## src/rtl/tour_seq_pkg.sv

```systemverilog
// Shared types and constants for the Knight tour command sequencer.
package tour_seq_pkg;

    typedef enum logic [2:0] {
        ST_IDLE, ST_LOAD, ST_SEND, ST_WAIT_SNT, ST_WAIT_RESP, ST_NEXT, ST_DONE, ST_ERR
    } state_t;

    typedef enum logic [1:0] {
        ERR_NONE    = 2'd0,
        ERR_BAD_ACK = 2'd1,
        ERR_TIMEOUT = 2'd2,
        ERR_PROTO   = 2'd3
    } err_code_t;

    localparam logic [7:0]  POS_ACK_DEF  = 8'hA5;

    // Knight opcodes live in the top nibble of the 16-bit command word
    localparam logic [3:0]  OP_CAL_GYRO  = 4'h2;
    localparam logic [3:0]  OP_MOVE      = 4'h4;
    localparam logic [3:0]  OP_MOVE_FAN  = 4'h5;
    localparam logic [3:0]  OP_TOUR      = 4'h6;
    localparam logic [15:0] CMD_CAL_GYRO = {OP_CAL_GYRO, 12'h000};

    function automatic logic [15:0] mk_cmd(input logic [3:0] op, input logic [11:0] arg);
        return {op, arg};
    endfunction

endpackage

```

## src/rtl/tour_cmd_ram.sv

```systemverilog
// DEPTH x 16 command slot storage: one synchronous write port, one async read port.
module tour_cmd_ram #(
    parameter int DEPTH = 16,
    parameter int AW    = $clog2(DEPTH)
) (
    input  logic          clk_i,
    input  logic          we_i,
    input  logic [AW-1:0] waddr_i,
    input  logic [15:0]   wdata_i,
    input  logic [AW-1:0] raddr_i,
    output logic [15:0]   rdata_o
);

    logic [15:0] mem_q [DEPTH];

    always_ff @(posedge clk_i) begin
        if (we_i) mem_q[waddr_i] <= wdata_i;
    end

    assign rdata_o = mem_q[raddr_i];

endmodule

```

## src/rtl/tour_cmd_sequencer.sv

```systemverilog
// Plays a programmed list of Knight commands into RemoteComm, checking each ack.
// Define TOUR_SEQ_RETRY_EN to re-send a failing entry once before aborting.
module tour_cmd_sequencer
    import tour_seq_pkg::*;
#(
    parameter int         DEPTH        = 16,
    parameter int         TIMEOUT_CLKS = 5_000_000,
    parameter logic [7:0] POS_ACK      = POS_ACK_DEF
) (
    input  logic                     clk_i,
    input  logic                     rst_i,
    input  logic                     load_we_i,
    input  logic [$clog2(DEPTH)-1:0] load_addr_i,
    input  logic [15:0]              load_data_i,
    input  logic [$clog2(DEPTH):0]   num_cmds_i,
    input  logic                     start_i,
    output logic [15:0]              cmd_o,
    output logic                     snd_cmd_o,
    input  logic                     cmd_snt_i,
    input  logic                     resp_rdy_i,
    input  logic [7:0]               resp_i,
    output logic                     busy_o,
    output logic                     done_o,
    output logic                     err_o,
    output logic [1:0]               err_code_o,
    output logic [$clog2(DEPTH)-1:0] cmd_idx_o
);

    localparam int            AW       = $clog2(DEPTH);
    localparam int            TW       = $clog2(TIMEOUT_CLKS + 1);
    localparam logic [TW-1:0] TMO_LAST = TW'(TIMEOUT_CLKS - 1);
    localparam logic [AW:0]   DEPTH_W  = (AW + 1)'(DEPTH);

    state_t        state_q, state_d;
    logic [AW-1:0] idx_q, idx_d, last_q, last_d;
    logic [15:0]   cmd_q, cmd_d;
    logic [TW-1:0] tmr_q, tmr_d;
    logic          done_q, done_d, err_q, err_d;
    err_code_t     code_q, code_d;
    logic          fail;
    err_code_t     fail_code;
    logic          ack, tmo;
    logic [AW:0]   n_eff, n_m1;
    logic [15:0]   rd_data;
`ifdef TOUR_SEQ_RETRY_EN
    logic          retry_q, retry_d;
`endif

    assign busy_o = !(state_q inside {ST_IDLE, ST_DONE, ST_ERR});

    tour_cmd_ram #(.DEPTH(DEPTH), .AW(AW)) u_ram (
        .clk_i   (clk_i),
        .we_i    (load_we_i && !busy_o),
        .waddr_i (load_addr_i),
        .wdata_i (load_data_i),
        .raddr_i (idx_q),
        .rdata_o (rd_data)
    );

    assign n_eff = (num_cmds_i > DEPTH_W) ? DEPTH_W : num_cmds_i;
    assign n_m1  = n_eff - 1'b1;
    assign ack   = (resp_i == POS_ACK);
    assign tmo   = (tmr_q == TMO_LAST);

    always_comb begin
        state_d   = state_q;
        idx_d     = idx_q;
        last_d    = last_q;
        cmd_d     = cmd_q;
        tmr_d     = tmr_q;
        done_d    = done_q;
        err_d     = err_q;
        code_d    = code_q;
        fail      = 1'b0;
        fail_code = ERR_NONE;
`ifdef TOUR_SEQ_RETRY_EN
        retry_d   = retry_q;
`endif
        case (state_q)
            ST_IDLE: begin
                if (start_i) begin
                    done_d = 1'b0;
                    err_d  = 1'b0;
                    code_d = ERR_NONE;
                    idx_d  = '0;
                    last_d = n_m1[AW-1:0];
`ifdef TOUR_SEQ_RETRY_EN
                    retry_d = 1'b0;
`endif
                    if (n_eff == '0) done_d  = 1'b1;
                    else             state_d = ST_LOAD;
                end
            end
            ST_LOAD: begin
                cmd_d   = rd_data;
                state_d = ST_SEND;
            end
            ST_SEND: begin
                tmr_d   = '0;
                state_d = ST_WAIT_SNT;
            end
            ST_WAIT_SNT: begin
                tmr_d = tmr_q + 1'b1;
                // cmd_snt and resp_rdy together: the send completed, judge the response now
                if (cmd_snt_i && resp_rdy_i) begin
                    if (ack) state_d = ST_NEXT;
                    else begin fail = 1'b1; fail_code = ERR_BAD_ACK; end
                end else if (cmd_snt_i) begin
                    tmr_d   = '0;
                    state_d = ST_WAIT_RESP;
                end else if (resp_rdy_i) begin
                    err_d   = 1'b1;
                    code_d  = ERR_PROTO;
                    state_d = ST_ERR;
                end else if (tmo) begin
                    fail = 1'b1; fail_code = ERR_TIMEOUT;
                end
            end
            ST_WAIT_RESP: begin
                tmr_d = tmr_q + 1'b1;
                if (resp_rdy_i) begin
                    if (ack) state_d = ST_NEXT;
                    else begin fail = 1'b1; fail_code = ERR_BAD_ACK; end
                end else if (tmo) begin
                    fail = 1'b1; fail_code = ERR_TIMEOUT;
                end
            end
            ST_NEXT: begin
`ifdef TOUR_SEQ_RETRY_EN
                retry_d = 1'b0;
`endif
                if (idx_q == last_q) begin
                    done_d  = 1'b1;
                    state_d = ST_DONE;
                end else begin
                    idx_d   = idx_q + 1'b1;
                    state_d = ST_LOAD;
                end
            end
            default: state_d = ST_IDLE;
        endcase

`ifdef TOUR_SEQ_RETRY_EN
        if (fail && !retry_q) begin
            retry_d = 1'b1;
            state_d = ST_SEND;
        end else
`endif
        if (fail) begin
            err_d   = 1'b1;
            code_d  = fail_code;
            state_d = ST_ERR;
        end
    end

    always_ff @(posedge clk_i or posedge rst_i) begin
        if (rst_i) begin
            state_q <= ST_IDLE;
            idx_q   <= '0;
            last_q  <= '0;
            cmd_q   <= '0;
            tmr_q   <= '0;
            done_q  <= 1'b0;
            err_q   <= 1'b0;
            code_q  <= ERR_NONE;
`ifdef TOUR_SEQ_RETRY_EN
            retry_q <= 1'b0;
`endif
        end else begin
            state_q <= state_d;
            idx_q   <= idx_d;
            last_q  <= last_d;
            cmd_q   <= cmd_d;
            tmr_q   <= tmr_d;
            done_q  <= done_d;
            err_q   <= err_d;
            code_q  <= code_d;
`ifdef TOUR_SEQ_RETRY_EN
            retry_q <= retry_d;
`endif
        end
    end

    assign cmd_o      = cmd_q;
    assign snd_cmd_o  = (state_q == ST_SEND);
    assign done_o     = done_q;
    assign err_o      = err_q;
    assign err_code_o = code_q;
    assign cmd_idx_o  = idx_q;

endmodule

```

## config.mk

```make
export PLATFORM = sky130hd
export DESIGN_NAME = tour_cmd_sequencer
export DESIGN_NICKNAME = d
export VERILOG_FILES = /design/src/rtl/tour_seq_pkg.sv /design/src/rtl/tour_cmd_ram.sv /design/src/rtl/tour_cmd_sequencer.sv
export SDC_FILE = /design/constraint.sdc
export NUM_CORES = 1
export LEC_CHECK = 0
export BUFFER_PORTS_ARGS = -buffer_cell sky130_fd_sc_hd__buf_2
export CAP_MARGIN = 20
export CORE_MARGIN = 2
export CORE_UTILIZATION = 55
export CTS_CLUSTER_DIAMETER = 60
export DETAILED_ROUTE_END_ITERATION = 10
export PLACE_DENSITY_LB_ADDON = 0.12
export SLEW_MARGIN = 30
export SYNTH_ARGS = -nofsm -noshare
export SYNTH_HDL_FRONTEND = slang
export SYNTH_SLANG_ARGS = --single-unit
```

## constraint.sdc

```tcl
create_clock -name clk_i -period 2.8 [get_ports clk_i]
set_clock_uncertainty 0.15 [all_clocks]
set_input_delay 0.14 -clock clk_i [delete_from_list [all_inputs] [get_ports clk_i]]
set_output_delay 0.14 -clock clk_i [all_outputs]
set_load 0.02 [all_outputs]
```

## Word level (Yosys, flattened, before mapping)

Memory sizes are Yosys's and may differ from the RTL's. A register that Yosys moved wholly into a read port is not among the register bits.
Cells that the tools add are included.

| storage, ports and cells | value |
|---|---|
| register bits | 38 |
| memory bits (writable) | 256 |
| output and inout port bits | 26 |
| word-level logic and storage cells | 95 |
| memories | 1 |

| operators by class | value |
|---|---|
| add/sub/neg operators | 3 |
| magnitude comparators | 1 |
| equality and inequality tests | 20 |
| muxes and demuxes | 49 |
| reduce and logical (&&, ||, !) cells | 14 |

Memory list:

| memory | depth | bits a word | rd ports | clocked after Yosys merged registers in | wr ports | line | text |
|---|---|---|---|---|---|---|---|
| u_ram.mem_q | 16 | 16 | 1 | 1 | 1 | tour_cmd_ram.sv:14 | `logic [15:0] mem_q [DEPTH];` |

Operator list:

| operator | number |
|---|---|
| $pmux W23 S3 | 1 |
| $mux W23 | 2 |
| $mux W3 | 9 |
| $add A23 B1 Y23 const B | 1 |
| $eq A23 B23 Y1 const B | 1 |
| $mux W2 | 10 |
| $ne A3 B3 Y1 const B | 6 |
| $pmux W3 S6 | 1 |
| $mux W1 | 17 |
| $eq A3 B3 Y1 const B | 4 |
| $reduce_bool A3 Y1 | 3 |
| $eq A8 B8 Y1 const B | 1 |
| $mux W4 | 2 |
| $pmux W2 S2 | 2 |
| $pmux W4 S2 | 1 |
| $eq A3 B2 Y1 const B | 2 |
| $ne A2 B2 Y1 const B | 3 |
| $pmux W1 S2 | 3 |
| $reduce_and A3 Y1 | 2 |
| $gt A5 B5 Y1 const B | 1 |
| $logic_not A5 Y1 | 1 |
| $mux W5 | 1 |
| $ne A5 B5 Y1 const B | 1 |
| $reduce_and A5 Y1 | 1 |
| other kinds (10) | 11 |

## Longest topological paths before layout

| logic depth | value |
|---|---|
| depth after elaboration | 8 |
| depth in mapped cells | 8 |
| depth with buffers taken out | 7 |

## Modules after synthesis

A second synthesis with hierarchy kept.

| unflattened totals | value |
|---|---|
| cells, all modules | 700 |
| area total of the unflattened synthesis | 12627.1 um^2 |

By module, submodules not included:

| module | instances | cells each | area each (um^2) |
|---|---|---|---|
| tour_cmd_ram | 1 | 416 | 9721.8 |
| tour_cmd_sequencer | 1 | 284 | 2905.3 |

## Least setup slack after synthesis

No wires, ideal clock.

| timing path | value |
|---|---|
| path kind | register -> register |
| from | register state_q[0] |
| to | memory u_ram.mem_q[0][0] (enable) |
| setup time | 0.409 ns |
| arrival time | 2.365 ns |
| setup slack | -0.124 ns |
| stages on the path, launching flop included | 6 |
| buffers on the path | 1 |
| clock period less this slack | 2.924 ns |
| cell sequence | dfrtp_1 -> buf_2 -> nor3_1 -> a21o_1 -> nand4bb_1 -> nor3_1 |

| between the ends | value |
|---|---|
| cells in the longest elaborated chain, start to end | 5 |
| elaborated cells between the ends (all ways) | 7 |
| those cells by class | eq/ne: 2; mux: 2; reduce/logical: 3 |

Ends and longest elaborated chain:

| element | line | text |
|---|---|---|
| from (decl) | tour_cmd_sequencer.sv:34 | `state_t state_q, state_d;` |
| from (signal assigned) | tour_cmd_sequencer.sv:170 | `state_q <= state_d;` |
| $eq A3 B3 Y1 or $logic_not A3 Y1 (tied branches) | tour_cmd_sequencer.sv:49 | `assign busy_o = !(state_q inside {ST_IDLE, ST_DONE, ST_ERR});` |
| $reduce_bool A3 Y1 * | tour_cmd_sequencer.sv:49 |  |
| $logic_and A1 B1 Y1 * | tour_cmd_sequencer.sv:53 | `.we_i (load_we_i && !busy_o),` |
| $mux W1 * | tour_cmd_ram.sv:17 | `if (we_i) mem_q[waddr_i] <= wdata_i;` |
| $mux W1 (implied by the code) * | tour_cmd_ram.sv:17 |  |
| to (decl) | tour_cmd_ram.sv:14 |  |

Mark *: on every way between the ends. The rest lies on a longest branch, timed or not.

## Worst setup path after layout

| timing path | value |
|---|---|
| from | register state_q[2] |
| to | register state_q[0] |

| between the ends | value |
|---|---|
| cells in the longest elaborated chain, start to end | 4 |
| elaborated cells between the ends (all ways) | 14 |
| those cells by class | eq/ne: 9; mux: 3; reduce/logical: 2 |

Ends and longest elaborated chain:

| element | line | text |
|---|---|---|
| $eq A3 B3 Y1 or $eq A3 B2 Y1 (tied branches) | tour_cmd_sequencer.sv:79 | `case (state_q)` |
| $pmux W1 S2 | tour_cmd_sequencer.sv:79 |  |
| $ne A5 B5 Y1 (no source line) or $ne A3 B3 Y1 (tied branches) | -- |  |
| $reduce_and A4 Y1 (no source line) | -- |  |

Parallel ways exist; a longest one is shown, timed or not.
A chain may end at the register's enable or synchronous reset.

==> impl_summary.log <==
INFO  metric drv.max_cap_violation_count = 0
INFO  metric synth_area_leader_cell = edfxtp_1
INFO  metric finalWorstPathRequiredPeriod = ~2.7 ns
INFO  metric dieArea = between 20000 and 25000 um^2
INFO  metric gr-total-overflow = 0
INFO  metric fp-row-count = 55
INFO  metric fillers = between 1500 and 2000
INFO  metric status = complete, no violations
INFO  metric p_int = 0.00949 W
INFO  metric crit_fanout = 13
INFO  metric groute.layer.met3.usage = under 10%
INFO  metric drt_drc_violations_left = 0
INFO  metric setup-tns-final = 0 ns
INFO  metric max_clock_freq = around 370 MHz
INFO  metric cts.clk_slew.worst_paths = around 0.060 ns
INFO  metric worstSetupStartpointType = flip-flop
INFO  metric yosys_warnings = 0
INFO  metric power_density = 913 nW/um^2
INFO  metric groute.layer.met2.usage = 38.6%
INFO  metric top_usage_layer = met2
INFO  metric wirelength = ~28 mm
INFO  metric initial_cell_density_of_the_core = between 50% and 60%
INFO  metric final_max_slew_viol_count = 0
INFO  metric ir_worst_vdd = about 0.0005 V
INFO  metric post_drt_wl_per_cell = roughly 24 um
INFO  metric synthesis.instances = 720
INFO  metric synth_enable_flop_cells = 256
INFO  metric grt_use_met1 = about a third
INFO  metric synth_area_leaders = edfxtp_1 61%, dfrtp_1 11%, mux4_2 10%, mux2i_1 2.7%, mux2_2 1.1%
INFO  metric layout-drive-gt1-share = 26.9%
INFO  metric grt_setup_unrepaired = no
INFO  metric drt_pass1_iterations = 4
INFO  metric clock_tree.root_cell = clkbuf_16
INFO  metric h-tree-depth = 2
INFO  metric grt_first_pass_wirelength = between 40 and 50 mm
INFO  metric grt_usage = a little under a quarter
INFO  metric port-buffer-count = 64
INFO  metric endpoint_kind = flip-flop
INFO  metric first_iter_violations = about 680
INFO  metric power.share.sequential = between 40% and 50%
INFO  metric net-switching-power = roughly 0.004 W
INFO  metric io_pins = 65
INFO  metric dp.final_hpwl = between 15 and 20 mm
INFO  metric cts_tree = done
INFO  metric clk_path_buf_depth = 3
INFO  metric required = ~3.1 ns
INFO  metric area.growth.synth_to_final = 17.6%
INFO  metric route.detailed.vias_per_inst = a little over 6
INFO  metric postSynthAreaPerCell = 17.6 um^2
INFO  metric synthesis.nets = roughly 760
INFO  metric number_of_antenna_violations_at_the_first_check_in_global_routing = 0
INFO  metric clk-insertion-delay-late = approximately 0.52 ns
INFO  metric die_w = 156 um
INFO  metric pwr-share-comb = between 20 and 30%
INFO  metric crit_arrival = between 2 and 3 ns
INFO  metric fraction_of_the_cycle_the_final_worst_path_needs = between 90% and 100%
INFO  metric core_region_area = roughly 23000 um^2
INFO  metric gp_routability_congestion = 0.821
INFO  metric hold_violations = 0
INFO  metric n_antenna_cell = 0
INFO  metric hold-path-cell-count = 4
INFO  metric r2r.worst_path.cells = 6
INFO  metric asyncSetResetFlopFracSynth = around 17%
INFO  metric sw_frac_of_total = between 30 and 40%
INFO  metric layout.nets = 891
INFO  metric dr_total_vias = 7117
INFO  metric criticalPathCategory = reg2reg
INFO  metric final_antenna_net_count = 0
INFO  metric synth_top_flop_cell = edfxtp_1
INFO  metric synthesis.area = 12700 um^2
INFO  metric slew_headroom = 43.8%
INFO  metric placedInstanceArea = roughly 13000 um^2
INFO  metric synth_top_cell_area_share = slightly above 60%
INFO  metric cts-buffers-inserted = 34
INFO  metric worst_hold_path_type = in2reg
INFO  metric ys_types = 60
INFO  metric stdcell_area = approximately 15000 um^2
INFO  metric total_leakage_power = around 5.1 nW
INFO  metric max_slew.worst_pin.slew = roughly 0.84 ns
INFO  metric grt_max_degree = 35
INFO  metric ys_ff_latch = just over 300
INFO  metric floorplan.die.height = 156 um
INFO  metric numClockSinks = just over 300
INFO  metric synth_sequential_area_ratio = a little under three quarters
INFO  metric clkPwrFrac = a little under a third
INFO  metric post_layout_utilization_of_the_core = between 60% and 70%
INFO  metric setup-violations-final = 0
INFO  metric grt_pass1_vias = about 7400
per-stage QoR:
stage,instances,hold WS (ns),setup slack (ns),total power [W]
5_1_grt,1159,0.0748,0.00294,0.0142
2_1_floorplan,720,0.0860,0.292,0.00815
4_1_cts,1158,0.0256,0.131,0.0136
3_5_place_dp,1068,0.112,0.446,0.00926
6_report,1159,0.0388,0.115,0.0136
3_3_place_gp,1068,0.0939,0.465,0.00919
cells by family (layout without fill, tap and decap cells):
logic type | Yosys count | after routing | share of synthesized area, %
muxes | 103 | 103 | 13.9
buffers and inverters | 49 | 203 | 1.88
xor gates and xnor gates | 12 | 12 | 0.830
AOI/OAI and AO/OA | 101 | 101 | 5.40
and+or+nand+nor | 142 | 142 | 6.33
DFF | 310 | 310 | 71.4
adders and majority gates | 3 | 3 | 0.296
sequential cells by signal, indices dropped and copies added, names as in the netlist:
name	cells
last_q	4
err_code_o	2
cmd_o	16
cmd_idx_o	4
u_ram.mem_q	256
err_o	1
tmr_q	23
state_q	3
done_o	1
per-layer routing:
metal,up-vias,routed length (um)
met3,46,1440
met4,0,737
li1,3167,-
met1,3699,11800
met5,-,0
met2,205,13700
path summary, 6_finish.rpt:
path | to | start | slack (ns)
max in group asynchronous | cmd_o[5] | rst_i | 1.72
min in group asynchronous | err_code_o[1] | rst_i | 0.10
worst max register to register | state_q[0] | state_q[2] | 0.11
worst max-delay path | state_q[0] | state_q[2] | 0.11
worst min-delay path | last_q[3] | start_i | 0.04
worst min register to register | err_o | err_o | 0.35
layout make-up:
class	count	area [um^2]	area share, %
well taps	285	357	2.39
inverters	10	37.5	0.252
clock inverters	20	185	1.24
clock buffers	41	908	6.10
multi-input cells	361	3410	22.9
flip-flops and latches	310	9040	60.7
repair buffers	132	953	6.40
cells in the mapped netlist (3+ instances only):
library cell / count
mux2i_1: 34
ha_1: 3
nand4_1: 4
or3_1: 3
and3_1: 8
buf_4: 7
o31ai_1: 7
nand4b_1: 4
a21oi_1: 15
buf_2: 16
nor4_1: 5
and2_1: 5
a22oi_1: 12
nand2b_1: 7
a31oi_1: 3
o21ai_1: 13
nor4bb_1: 3
nor3_1: 7
o21ai_0: 12
mux4_2: 57
xor2_1: 6
nand2_1: 30
clkbuf_1: 14
dfrtp_1: 54
nor2b_1: 5
o41ai_1: 3
a221oi_1: 6
or4_1: 8
inv_1: 9
edfxtp_1: 256
mux2_2: 12
nor2_1: 27
nand3_1: 11
o211ai_1: 12
xnor2_1: 6
critical path, stage by stage (launching register included):
cell and delay, ns:
dfrtp_1 0.55, buf_4 0.22, or3b_1 0.37, a221oi_1 0.43
a31oi_1 0.19, o211ai_1 0.16, dlygate4sd3_1 0.56
repair_timing:
action / 4_1_cts / 5_1_grt
endpoints found under the hold margin: 293 / 0
setup endpoints to repair: 0 / 1
buffers inserted: 0 / 1
hold buffers: 29 / 0
gates resized for setup: 0 / 0
power groups by stage:
stage	registers, W	clock network [W]	logic, W
2_1_floorplan	0.00575	0	0.00239
3_3_place_gp	0.00574	0	0.00345
3_5_place_dp	0.00576	0	0.00350
4_1_cts	0.00567	0.00439	0.00357
5_1_grt	0.00568	0.00455	0.00394
6_report	0.00564	0.00432	0.00365
layout by cell type (no fill, tap or decap), types with 11 or more instances in the layout:
cell / Yosys / layout
o21ai_1: 13 / 13
mux4_2: 57 / 57
buf_2: 16 / 64
dfrtp_1: 54 / 51
o21ai_0: 12 / 12
a22oi_1: 12 / 12
nand2_1: 30 / 30
mux2_2: 12 / 12
nor2_1: 27 / 26
o211ai_1: 12 / 12
buf_4: 7 / 35
dlygate4sd3_1: 0 / 29
a21oi_1: 15 / 15
mux2i_1: 34 / 34
edfxtp_1: 256 / 256
nand3_1: 11 / 11
clkbuf_16: 0 / 35
No activity file was read; power rests on OpenSTA's default activity.
